$ cat src/rtl/apb_reg_arbiter.sv
// apb_reg_arbiter
//   Shares one APB register target among NUM_REQ clients. Requests are granted
//   round-robin from IDLE, then run as a single APB SETUP/ACCESS transfer with
//   wait-state support and an optional ACCESS timeout. The result is returned
//   to the granting client as a one-cycle rsp_valid pulse with shared
//   rsp_rdata/rsp_err. Misaligned addresses are answered with an error and no
//   bus cycle.
//
// Parameters
//   NUM_REQ         number of requesters (1..8)
//   TIMEOUT_CYCLES  ACCESS cycles without pready before a forced error (0 = off)
//   BAD_DATA        read data returned with an error response
//
// Ports
//   clk, rst        clock; asynchronous active-high reset
//   req_valid       per-client request valid
//   req_ready       per-client accept, one-hot or zero, only in IDLE
//   req_addr        per-client byte address, slice i = [32*i +: 32]
//   req_write       per-client direction, 1 = write
//   req_wdata       per-client write data, slice i = [32*i +: 32]
//   rsp_valid       one-cycle completion pulse to the owning client
//   rsp_rdata       shared read data, valid with rsp_valid, 0 otherwise
//   rsp_err         shared error flag, valid with rsp_valid, 0 otherwise
//   paddr, psel, penable, pwrite, pwdata    APB request side
//   prdata, pready, pslverr                 APB completion side
module apb_reg_arbiter #(
    parameter int unsigned NUM_REQ        = 2,
    parameter int unsigned TIMEOUT_CYCLES = 16,
    parameter logic [31:0] BAD_DATA       = 32'hBADD_C0DE
) (
    input  logic                   clk,
    input  logic                   rst,
    input  logic [NUM_REQ-1:0]     req_valid,
    output logic [NUM_REQ-1:0]     req_ready,
    input  logic [NUM_REQ*32-1:0]  req_addr,
    input  logic [NUM_REQ-1:0]     req_write,
    input  logic [NUM_REQ*32-1:0]  req_wdata,
    output logic [NUM_REQ-1:0]     rsp_valid,
    output logic [31:0]            rsp_rdata,
    output logic                   rsp_err,
    output logic [31:0]            paddr,
    output logic                   psel,
    output logic                   penable,
    output logic                   pwrite,
    output logic [31:0]            pwdata,
    input  logic [31:0]            prdata,
    input  logic                   pready,
    input  logic                   pslverr
);

    localparam int unsigned PTR_W = (NUM_REQ > 1) ? $clog2(NUM_REQ) : 1;

    localparam logic [1:0] ST_IDLE   = 2'd0;
    localparam logic [1:0] ST_SETUP  = 2'd1;
    localparam logic [1:0] ST_ACCESS = 2'd2;
    localparam logic [1:0] ST_RESP   = 2'd3;

    // Counter value at which a still-stalled ACCESS is abandoned.
    localparam logic [31:0] TO_LIMIT = (TIMEOUT_CYCLES == 0) ? '0 : 32'(TIMEOUT_CYCLES - 1);

    logic [1:0]       state;
    logic [PTR_W-1:0] rr_ptr;
    logic [PTR_W-1:0] owner_q;
    logic [31:0]      addr_q;
    logic [31:0]      wdata_q;
    logic             write_q;
    logic [31:0]      to_cnt;
    logic [31:0]      rdata_q;
    logic             err_q;

    logic             gnt_found;
    logic [PTR_W-1:0] gnt_idx;
    logic [PTR_W-1:0] rr_next;
    logic [31:0]      sel_addr;
    logic [31:0]      sel_wdata;
    logic             sel_write;

    // Round-robin search: first valid requester at or after rr_ptr, wrapping.
    // The payload mux is folded into the same pass.
    always_comb begin
        int unsigned k;
        k         = 0;
        gnt_found = 1'b0;
        gnt_idx   = '0;
        rr_next   = '0;
        sel_addr  = '0;
        sel_wdata = '0;
        sel_write = 1'b0;
        for (int unsigned i = 0; i < NUM_REQ; i++) begin
            k = (32'(rr_ptr) + i) % NUM_REQ;
            if (!gnt_found && req_valid[k]) begin
                gnt_found = 1'b1;
                gnt_idx   = PTR_W'(k);
                rr_next   = (k == NUM_REQ - 1) ? '0 : PTR_W'(k + 1);
                sel_addr  = req_addr[32*k +: 32];
                sel_wdata = req_wdata[32*k +: 32];
                sel_write = req_write[k];
            end
        end
    end

    always_comb begin
        req_ready = '0;
        if (state == ST_IDLE && gnt_found) begin
            req_ready[gnt_idx] = 1'b1;
        end
    end

    always_comb begin
        rsp_valid = '0;
        if (state == ST_RESP) begin
            rsp_valid[owner_q] = 1'b1;
        end
    end

    // psel/penable decode straight from the state register so that an
    // asynchronous reset drops them without waiting for a clock edge.
    assign psel      = (state == ST_SETUP) || (state == ST_ACCESS);
    assign penable   = (state == ST_ACCESS);
    assign paddr     = addr_q;
    assign pwrite    = write_q;
    assign pwdata    = wdata_q;
    assign rsp_rdata = rdata_q;
    assign rsp_err   = err_q;

    always_ff @(posedge clk or posedge rst) begin
        if (rst) begin
            state   <= ST_IDLE;
            rr_ptr  <= '0;
            owner_q <= '0;
            addr_q  <= '0;
            wdata_q <= '0;
            write_q <= 1'b0;
            to_cnt  <= '0;
            rdata_q <= '0;
            err_q   <= 1'b0;
        end else begin
            case (state)
                ST_IDLE: begin
                    if (gnt_found) begin
                        addr_q  <= sel_addr;
                        wdata_q <= sel_wdata;
                        write_q <= sel_write;
                        owner_q <= gnt_idx;
                        rr_ptr  <= rr_next;
                        if (sel_addr[1:0] != 2'b00) begin
                            // Misaligned: answer directly without touching the bus.
                            rdata_q <= BAD_DATA;
                            err_q   <= 1'b1;
                            state   <= ST_RESP;
                        end else begin
                            state <= ST_SETUP;
                        end
                    end
                end
                ST_SETUP: begin
                    to_cnt <= '0;
                    state  <= ST_ACCESS;
                end
                ST_ACCESS: begin
                    // pready wins over a timeout landing in the same cycle.
                    if (pready) begin
                        rdata_q <= write_q ? '0 : prdata;
                        err_q   <= pslverr;
                        to_cnt  <= '0;
                        state   <= ST_RESP;
                    end else if (TIMEOUT_CYCLES != 0 && to_cnt == TO_LIMIT) begin
                        rdata_q <= BAD_DATA;
                        err_q   <= 1'b1;
                        to_cnt  <= '0;
                        state   <= ST_RESP;
                    end else begin
                        to_cnt <= to_cnt + 32'd1;
                    end
                end
                ST_RESP: begin
                    rdata_q <= '0;
                    err_q   <= 1'b0;
                    to_cnt  <= '0;
                    state   <= ST_IDLE;
                end
                default: begin
                    state <= ST_IDLE;
                end
            endcase
        end
    end

endmodule

$ cat config.mk
export PLATFORM = sky130hd
export DESIGN_NAME = apb_reg_arbiter
export DESIGN_NICKNAME = d
export VERILOG_FILES = /design/src/rtl/apb_reg_arbiter.sv
export SDC_FILE = /design/constraint.sdc
export NUM_CORES = 1
export LEC_CHECK = 0
export BUFFER_PORTS_ARGS = -buffer_cell sky130_fd_sc_hd__buf_4
export CAP_MARGIN = 25
export CELL_PAD_IN_SITES_DETAIL_PLACEMENT = 0
export CELL_PAD_IN_SITES_GLOBAL_PLACEMENT = 2
export CORE_ASPECT_RATIO = 0.9
export CORE_MARGIN = 3
export CORE_UTILIZATION = 28
export CTS_CLUSTER_SIZE = 10
export DETAILED_ROUTE_END_ITERATION = 8
export MAX_ROUTING_LAYER = met4
export PLACE_DENSITY = 0.87
export SLEW_MARGIN = 20
export SYNTH_ARGS = -nofsm -noshare
export SYNTH_HDL_FRONTEND = slang
export SYNTH_SLANG_ARGS = --single-unit
$ cat constraint.sdc
create_clock -name clk -period 5 [get_ports clk]
set_input_delay 0 -clock clk [delete_from_list [all_inputs] [get_ports clk]]
set_output_delay 0 -clock clk [all_outputs]
set_load 0.02 [all_outputs]
==> summary.md, run 1 <==
| Metric | Value |
|---|---|
| Netlist area before placement | `6530 um2` |
| Total via count in the routed design | `6,262` |
| Count of final setup violators | `0` |
| CTS buffer count | `17` |
| Final non-filler cell total | `1,366` |
| Net switching power figure | `0.00208 W` |
| WP buf/inv | `1` |
| Flop and latch count out of synthesis | `134` |
| Post-route fraction of the period consumed by the critical path | `57.2%` |
| Number of distinct library cells after synthesis | `49` |
| Post-layout instance area | `10,900 um2` |
| Cell area after placement | `8800 um2` |
| Number of enable-type register cells in the synthesized netlist | `0` |
| Slowest cell on the critical path | `sky130_fd_sc_hd__nor2_1` |
| Post-synthesis to final-layout area growth | `66.8%` |
| Sequential cell area fraction in the yosys report | `51.3%` |
| Number of slew-limit violations in the final report | `0` |
| Part of the total power dissipated in the clock network | `22.2%` |
| Remaining antenna violation count after routing | `0` |
| Layout net count | `1,230` |
| Die Height | `151 um` |
| Mux contribution to synthesized area | `6.74%` |
| Clock-pin slew reported for the worst setup and hold paths after clock tree synthesis | `0.07 ns` |
| Worst rel slew slack | `37.2%` |
| Vias per cell | `4.58` |
| Static leakage power | `5.06 nW` |
| Number of input and output port buffers inserted | `271` |
| Crit path time final | `2.86 ns` |
| Highest achievable clock rate | `350 MHz` |
| Result of the run | `complete, no violations` |
| Cell internal pwr | `0.00330 W` |
| Switching share of power | `38.7%` |
| Number of design-rule violations left by the first detailed-router iteration | `387` |
| Compound-gate portion of the synthesized area | `17.0%` |
| Worst setup skew after layout | `0.0126 ns` |
| Clock tree from TritonCTS | `yes` |
| Drt first pass iters | `5` |
| Kind of end point of the critical path | `flop` |
| Cell taking the most area after synthesis | `sky130_fd_sc_hd__dfrtp_1` |
| Adder-Cell Fraction of Synth Area | `1.34%` |
| Parity-gate share of the synthesized area counting xor and xnor cells | `2.82%` |
| Pin count of the biggest net entering global routing | `119` |
| WL final | `21,300 um` |
| Initial Util | `28.8%` |
| Endpoint required time on the critical path | `5.33 ns` |
| Main combinational cell family by area after synthesis | `compound AO/OA/AOI/OAI gates` |
| Synth area leaders | `sky130_fd_sc_hd__dfrtp_1 51%, sky130_fd_sc_hd__a22oi_1 7.5%, sky130_fd_sc_hd__nand2_1 5.3%` |
| Worst-skew pair later-pin latency | `0.41 ns` |
| Hpwl dp | `13,900 um` |
| Largest vdd supply drop | `0.240 mV` |
| Delay of the slowest critical-path stage | `0.65 ns` |
| Fill count | `2,110` |
| Simple-gate area share of the yosys netlist | `16.1%` |
| Top-area cell type share of the netlist area | `51.3%` |
| Critical Path Fanout Max | `24` |
| Antenna violations before repair | `1` |
| Final-report hold violation count | `0` |
| Worst Path Arrival | `3.19 ns` |
| Floorplan die width | `167 um` |
| Area of the die | `25,200 um2` |
| Category of the critical setup timing path | `reg -> reg` |
| TNS Setup | `0 ns` |
| Worst-margin pin slew | `0.940 ns` |
| Std cell rows | `52` |
| I/O pin cnt | `272` |
| Via count of the first global-routing pass | `6,338` |
| Cell family with the largest share of critical-path delay | `simple AND/OR/NAND/NOR gates` |
| Crit path cell chain | `inv_1 -> ha_1 -> nand4b_1 -> nor2_1 -> nand4_2 -> or3_1 -> a21oi_2` |
| CORE AREA | `22,700 um2` |
| H-tree depth reported by CTS | `4` |
| Cell area power density | `494 nW/um2` |
| Root buffer selected by CTS | `sky130_fd_sc_hd__clkbuf_16` |
| Combinational group share of total power | `47.6%` |
| Number of cells after detailed placement | `1,181` |
| Average wire length per cell after detail routing | `15.6 um` |
| Syn avg cell area | `9.99 um2` |
| Top_reg_cell synth | `sky130_fd_sc_hd__dfrtp_1` |
| Worst Hold Class | `in -> reg` |
| Clock net sink count | `134` |
| Total routing usage reported by global routing | `16.7%` |
| Gpl congestion | `0.739` |
| Grt ovf | `0` |
| Number of synthesis warnings | `0` |
| Startpoint types | `flop` |
| Clock Tree Buf Depth | `2` |
| Post-synth net total | `829` |
| Proportion of register bits with asynchronous set or reset after synthesis | `100%` |
| Gate count of the mapped netlist | `654` |
| First-pass GRT wire length | `33,400 um` |
| Post-route core utilization | `48.0%` |
| Part of the total power dissipated in sequential elements | `30.3%` |
| Share of post-route cells with drive strength above 1 | `32.2%` |
| Setup repair after global routing missed its margin | `no` |
| Number of maximum-capacitance constraint violations | `0` |
| Number of design rule violations left after detail routing | `0` |
-- layout make-up --
class                   count  area (um2)  share of cell area [%]
repair buffers            430        3630                    33.3
flip-flops and latches    134        3350                    30.8
multi-input cells         453        2900                    26.6
clock buffers              19         453                    4.16
well taps                 297         372                    3.41
clock inverters            13         111                    1.02
inverters                  19        76.3                   0.700
diodes                      1        2.50                  0.0230
-- power groups by stage --
stage                     combinational [W]  sequential (W)  clock, W
after CTS                           0.00257         0.00163   0.00124
final                               0.00256         0.00163   0.00119
after global routing                0.00277         0.00168   0.00128
after global placement              0.00235         0.00164         0
after floorplan                     0.00113         0.00198         0
after detailed placement            0.00238         0.00165         0
-- tightest hold or removal path: cells and delay by family --
family | cells | cell delay [ns]
AND/OR/NAND/NOR | 1 | 0.05
multiplexers | 1 | 0.15
AO/OA/AOI/OAI | 1 | 0.13
buffers and inverters | 1 | 0.07
-- state kept, by name, indices dropped and copies added, names as in the netlist --
register and cells:
owner_q 1, state 2, pwrite 1, rsp_err 1
rsp_rdata 32, pwdata 32, to_cnt 32, rr_ptr 1
paddr 32
-- routing by layer --
| layer | routed length (um) | vias to the layer above | share of wire, % | global-route usage (%) |
|---|---|---|---|---|
| met4 | 180 | 0 | 0.85 | 4.74 |
| li1 | - | 3107 | - | - |
| met3 | 1010 | 10 | 4.7 | 3.29 |
| met5 | 0 | - | 0 | - |
| met2 | 10600 | 170 | 50 | 27.2 |
| met1 | 9500 | 2975 | 45 | 21.3 |
-- final timing paths --
kind	end	slack [ns]	depth (start not counted)	from
worst max-delay path	to_cnt[30]$_DFFE_PP0P_	2.14	7	state[0]$_DFFE_PP0P_
worst min-delay path	rsp_rdata[23]$_DFFE_PP0P_	0.02	4	prdata[23]
worst max register to register	to_cnt[30]$_DFFE_PP0P_	2.14	7	state[0]$_DFFE_PP0P_
worst min register to register	paddr[23]$_DFFE_PP0P_	0.48	2	paddr[23]$_DFFE_PP0P_
max in group asynchronous	pwdata[29]$_DFFE_PP0P_	3.59	4	rst
min in group asynchronous	rsp_rdata[10]$_DFFE_PP0P_	0.32	3	rst
-- per-stage QoR --
step                power, W  hold slack (ns)  setup WS (ns)
detailed placement   0.00403            0.244           2.18
global route         0.00573           0.0346           1.89
finish               0.00538           0.0227           2.14
CTS                  0.00544          0.00178           2.14
floorplan            0.00311            0.104           1.42
global placement     0.00398            0.249           2.19
-- kinds of logic after synthesis --
| logic type | after synthesis |
|---|---|
| compound gates | 182 |
| xor+xnor | 21 |
| fa+ha+maj | 7 |
| buf+inv | 67 |
| flops | 134 |
| mux | 35 |
| simple gates | 208 |
-- cell usage after synthesis (2+ instances only) --
library cell               instances
sky130_fd_sc_hd__and4_1            5
sky130_fd_sc_hd__buf_1             6
sky130_fd_sc_hd__ha_1              7
sky130_fd_sc_hd__or3_1             5
sky130_fd_sc_hd__a21o_1            4
sky130_fd_sc_hd__and3_1            5
sky130_fd_sc_hd__buf_4             2
sky130_fd_sc_hd__and2_1            6
sky130_fd_sc_hd__nor3_1            2
sky130_fd_sc_hd__nand2b_1         22
sky130_fd_sc_hd__mux2_4           17
sky130_fd_sc_hd__nor2_1           26
sky130_fd_sc_hd__dfrtp_1         134
sky130_fd_sc_hd__a22oi_1          65
sky130_fd_sc_hd__a21oi_1          29
sky130_fd_sc_hd__xnor2_1           4
sky130_fd_sc_hd__buf_2             6
sky130_fd_sc_hd__o21ai_0          49
sky130_fd_sc_hd__nand4_1          11
sky130_fd_sc_hd__mux2i_1          14
sky130_fd_sc_hd__or2_2             2
sky130_fd_sc_hd__nor2b_1           5
sky130_fd_sc_hd__mux2_1            4
sky130_fd_sc_hd__a21oi_2           3
sky130_fd_sc_hd__buf_6             5
sky130_fd_sc_hd__inv_1            19
sky130_fd_sc_hd__nor4_1            6
sky130_fd_sc_hd__o21ai_1          26
sky130_fd_sc_hd__nand2_1          92
sky130_fd_sc_hd__clkbuf_1         29
sky130_fd_sc_hd__xor2_1           17
sky130_fd_sc_hd__nand3_1          10
-- what timing repair did --
| item | in CTS | in global routing |
|---|---|---|
| hold buffers | 151 | 0 |
| hold endpoints to repair | 176 | 0 |
| setup buffers | 0 | 0 |
| resized for setup | 0 | 0 |
-- placed cells by master, fill, tap and decap left out, types with 3 or more instances in the layout --
cell / instances
sky130_fd_sc_hd__a21oi_2: 3
sky130_fd_sc_hd__nor2b_1: 5
sky130_fd_sc_hd__nor4_1: 6
sky130_fd_sc_hd__and2_1: 5
sky130_fd_sc_hd__inv_6: 7
sky130_fd_sc_hd__ha_1: 7
sky130_fd_sc_hd__xnor2_1: 4
sky130_fd_sc_hd__nand2b_1: 22
sky130_fd_sc_hd__nand3_1: 10
sky130_fd_sc_hd__and4_1: 5
sky130_fd_sc_hd__nand2_1: 92
sky130_fd_sc_hd__a21o_1: 4
sky130_fd_sc_hd__nand4_1: 11
sky130_fd_sc_hd__mux2_1: 4
sky130_fd_sc_hd__o21ai_1: 25
sky130_fd_sc_hd__inv_1: 18
sky130_fd_sc_hd__dlygate4sd3_1: 151
sky130_fd_sc_hd__clkbuf_16: 17
sky130_fd_sc_hd__mux2_4: 17
sky130_fd_sc_hd__buf_4: 277
sky130_fd_sc_hd__xor2_1: 17
sky130_fd_sc_hd__or3_1: 5
sky130_fd_sc_hd__mux2i_1: 14
sky130_fd_sc_hd__nor2_1: 26
sky130_fd_sc_hd__and3_1: 5
sky130_fd_sc_hd__dfrtp_1: 134
sky130_fd_sc_hd__a22oi_1: 65
sky130_fd_sc_hd__o21ai_0: 49
sky130_fd_sc_hd__a21oi_1: 29
sky130_fd_sc_hd__clkinvlp_4: 4
No activity file was read; power rests on OpenSTA's default activity.
==> run 2, diff against run 1 <==
clock period = 2.89 ns   (was 5 ns; I/O delays follow)
==> run 2 against run 1 <==
Net effect:
- wire length grew 1.0%
- setup slack lost 1.7 ns
- cell count grew 0.88%
- clock skew grew 0.0040 ns
- critical path depth shrank 1
==> summary.md, run 2 (same netlist as run 1, synthesis figures left out) <==
| Metric | Value |
|---|---|
| Result of the run | `complete, no violations` |
| Crit path cell chain | `nand2b_1 -> and2_2 -> buf_4 -> a22oi_1 -> dlygate4sd3_1 -> o21ai_0` |
| WP buf/inv | `2` |
| Worst Hold Class | `in -> reg` |
| Clock net sink count | `134` |
| Post-synthesis to final-layout area growth | `69.6%` |
| Average wire length per cell after detail routing | `15.6 um` |
| Cell area after placement | `8890 um2` |
| Post-route fraction of the period consumed by the critical path | `85.3%` |
| Floorplan die width | `167 um` |
| Kind of end point of the critical path | `flop` |
| Pin count of the biggest net entering global routing | `73` |
| Number of logic stages on the critical path including buffering | `6` |
| Slowest cell on the critical path | `sky130_fd_sc_hd__dlygate4sd3_1` |
| Worst Reg-to-Reg Cells | `6` |
| Number of diodes | `0` |
| Static leakage power | `5.16 nW` |
| Reg area | `3350 um2` |
| Setup repair after global routing missed its margin | `no` |
| Largest vdd supply drop | `0.435 mV` |
| Setup repair bufs after CTS | `0` |
| WL final | `21,500 um` |
| Gpl congestion | `0.791` |
| Number of design rule violations left after detail routing | `0` |
| Worst-skew pair later-pin latency | `0.42 ns` |
| Die Height | `151 um` |
| Area used by multi-input combinational logic | `2900 um2` |
| Remaining antenna violation count after routing | `0` |
| Worst setup skew after layout | `0.0166 ns` |
| Worst Path Arrival | `2.79 ns` |
| Cell area power density | `864 nW/um2` |
| Most common cell after layout, fill and taps aside | `sky130_fd_sc_hd__buf_4` |
| Layout net count | `1,244` |
| Number of maximum-capacitance constraint violations | `0` |
| Total via count in the routed design | `6,385` |
| Area of the die | `25,200 um2` |
| Category of the critical setup timing path | `reg -> reg` |
| Fill count | `2,128` |
| Worst-margin pin slew | `0.789 ns` |
| Quantity of gates resized following cts | `0` |
| CTS buffer count | `17` |
| Share of post-route cells with drive strength above 1 | `32.5%` |
| Post-layout instance area | `11,100 um2` |
| H-tree depth reported by CTS | `4` |
| Initial Util | `28.8%` |
| Endpoint required time on the critical path | `3.22 ns` |
| Most frequent cells in the layout | `284 x sky130_fd_sc_hd__buf_4, 157 x sky130_fd_sc_hd__dlygate4sd3_1, 134 x sky130_fd_sc_hd__dfrtp_1` |
| Critical Path Fanout Max | `64` |
| Final-report hold violation count | `0` |
| Count of final setup violators | `0` |
| First-pass GRT wire length | `34,100 um` |
| Drt first pass iters | `5` |
| Worst rel slew slack | `47.4%` |
| Post-route core utilization | `48.8%` |
| Crit path time final | `2.46 ns` |
| I/O pin cnt | `272` |
| Clock Tree Buf Depth | `2` |
| TNS Setup | `0 ns` |
| Number of slew-limit violations in the final report | `0` |
| Startpoint types | `flop` |
| Cell family with the largest share of critical-path delay | `buffers and inverters` |
| Worst hold stages | `4` |
| Delay of the slowest critical-path stage | `0.61 ns` |
| Highest achievable clock rate | `406 MHz` |
| Hpwl dp | `14,100 um` |
| Root buffer selected by CTS | `sky130_fd_sc_hd__clkbuf_16` |
| Total routing usage reported by global routing | `17.2%` |
| Clock-pin slew reported for the worst setup and hold paths after clock tree synthesis | `0.07 ns` |
| Clock tree from TritonCTS | `yes` |
| CORE AREA | `22,700 um2` |
| Vias per cell | `4.63` |
| Number of design-rule violations left by the first detailed-router iteration | `368` |
| Via count of the first global-routing pass | `6,413` |
| Grt ovf | `0` |
| Number of input and output port buffers inserted | `271` |
| Hold-fix buffer count after cts | `157` |
| Antenna violations before repair | `1` |
| Std cell rows | `52` |
==> run 2: worst register-to-register path, cell delays in order, from the launching register on <==
cell                            delay, ns
sky130_fd_sc_hd__dfrtp_1             0.42
sky130_fd_sc_hd__nand2b_1            0.17
sky130_fd_sc_hd__and2_2              0.16
sky130_fd_sc_hd__buf_4               0.57
sky130_fd_sc_hd__a22oi_1             0.27
sky130_fd_sc_hd__dlygate4sd3_1       0.61
sky130_fd_sc_hd__o21ai_0             0.19
==> run 2: area by class of cell <==
class	count	area share, %
Tap cell	297	3.36
Multi-Input combinational cell	453	26.2
Inverter	19	0.678
Sequential cell	134	30.3
Clock buffer	17	3.84
Clock inverter	14	1.71
Timing Repair Buffer	444	34.0
==> run 2: worst paths after layout <==
| kind | start | to | slack (ns) |
|---|---|---|---|
| min | prdata[4] | rsp_rdata[4]$_DFFE_PP0P_ | 0.02 |
| max reg2reg | rr_ptr$_DFFE_PP0P_ | paddr[14]$_DFFE_PP0P_ | 0.43 |
| max | rr_ptr$_DFFE_PP0P_ | paddr[14]$_DFFE_PP0P_ | 0.43 |
| min reg2reg | pwdata[8]$_DFFE_PP0P_ | pwdata[8]$_DFFE_PP0P_ | 0.48 |
| max in group asynchronous | rst | pwdata[11]$_DFFE_PP0P_ | 2.04 |
| min in group asynchronous | rst | rsp_rdata[2]$_DFFE_PP0P_ | 0.16 |
==> run 2: through the flow <==
stage	hold WS (ns)	setup slack, ns	power, W	std cells
after global routing	0.0177	0.250	0.0102	1378
after floorplan	0.104	1.07	0.00539	654
after CTS	0.00291	0.444	0.00968	1378
after global placement	0.0423	0.751	0.00694	1190
after detailed placement	0.0443	0.675	0.00701	1190
final	0.0198	0.425	0.00957	1378
==> run 2: layer usage <==
metal  GRT usage [%]  vias up  wire, um  share of wire [%]
met1            22.5     3021      9750                 45
met2            27.3      197     10300                 48
met3            3.16       26       973                4.5
li1                -     3141         -                  -
met5               -        -         0                  0
met4            5.36        0       442                2.1
==> run 2: power by group <==
part | switching (W) | internal, W | total [W]
Sequential | 0.000353 | 0.00246 | 0.00281
Combinational | 0.00238 | 0.00209 | 0.00447
Clock | 0.000910 | 0.00138 | 0.00229
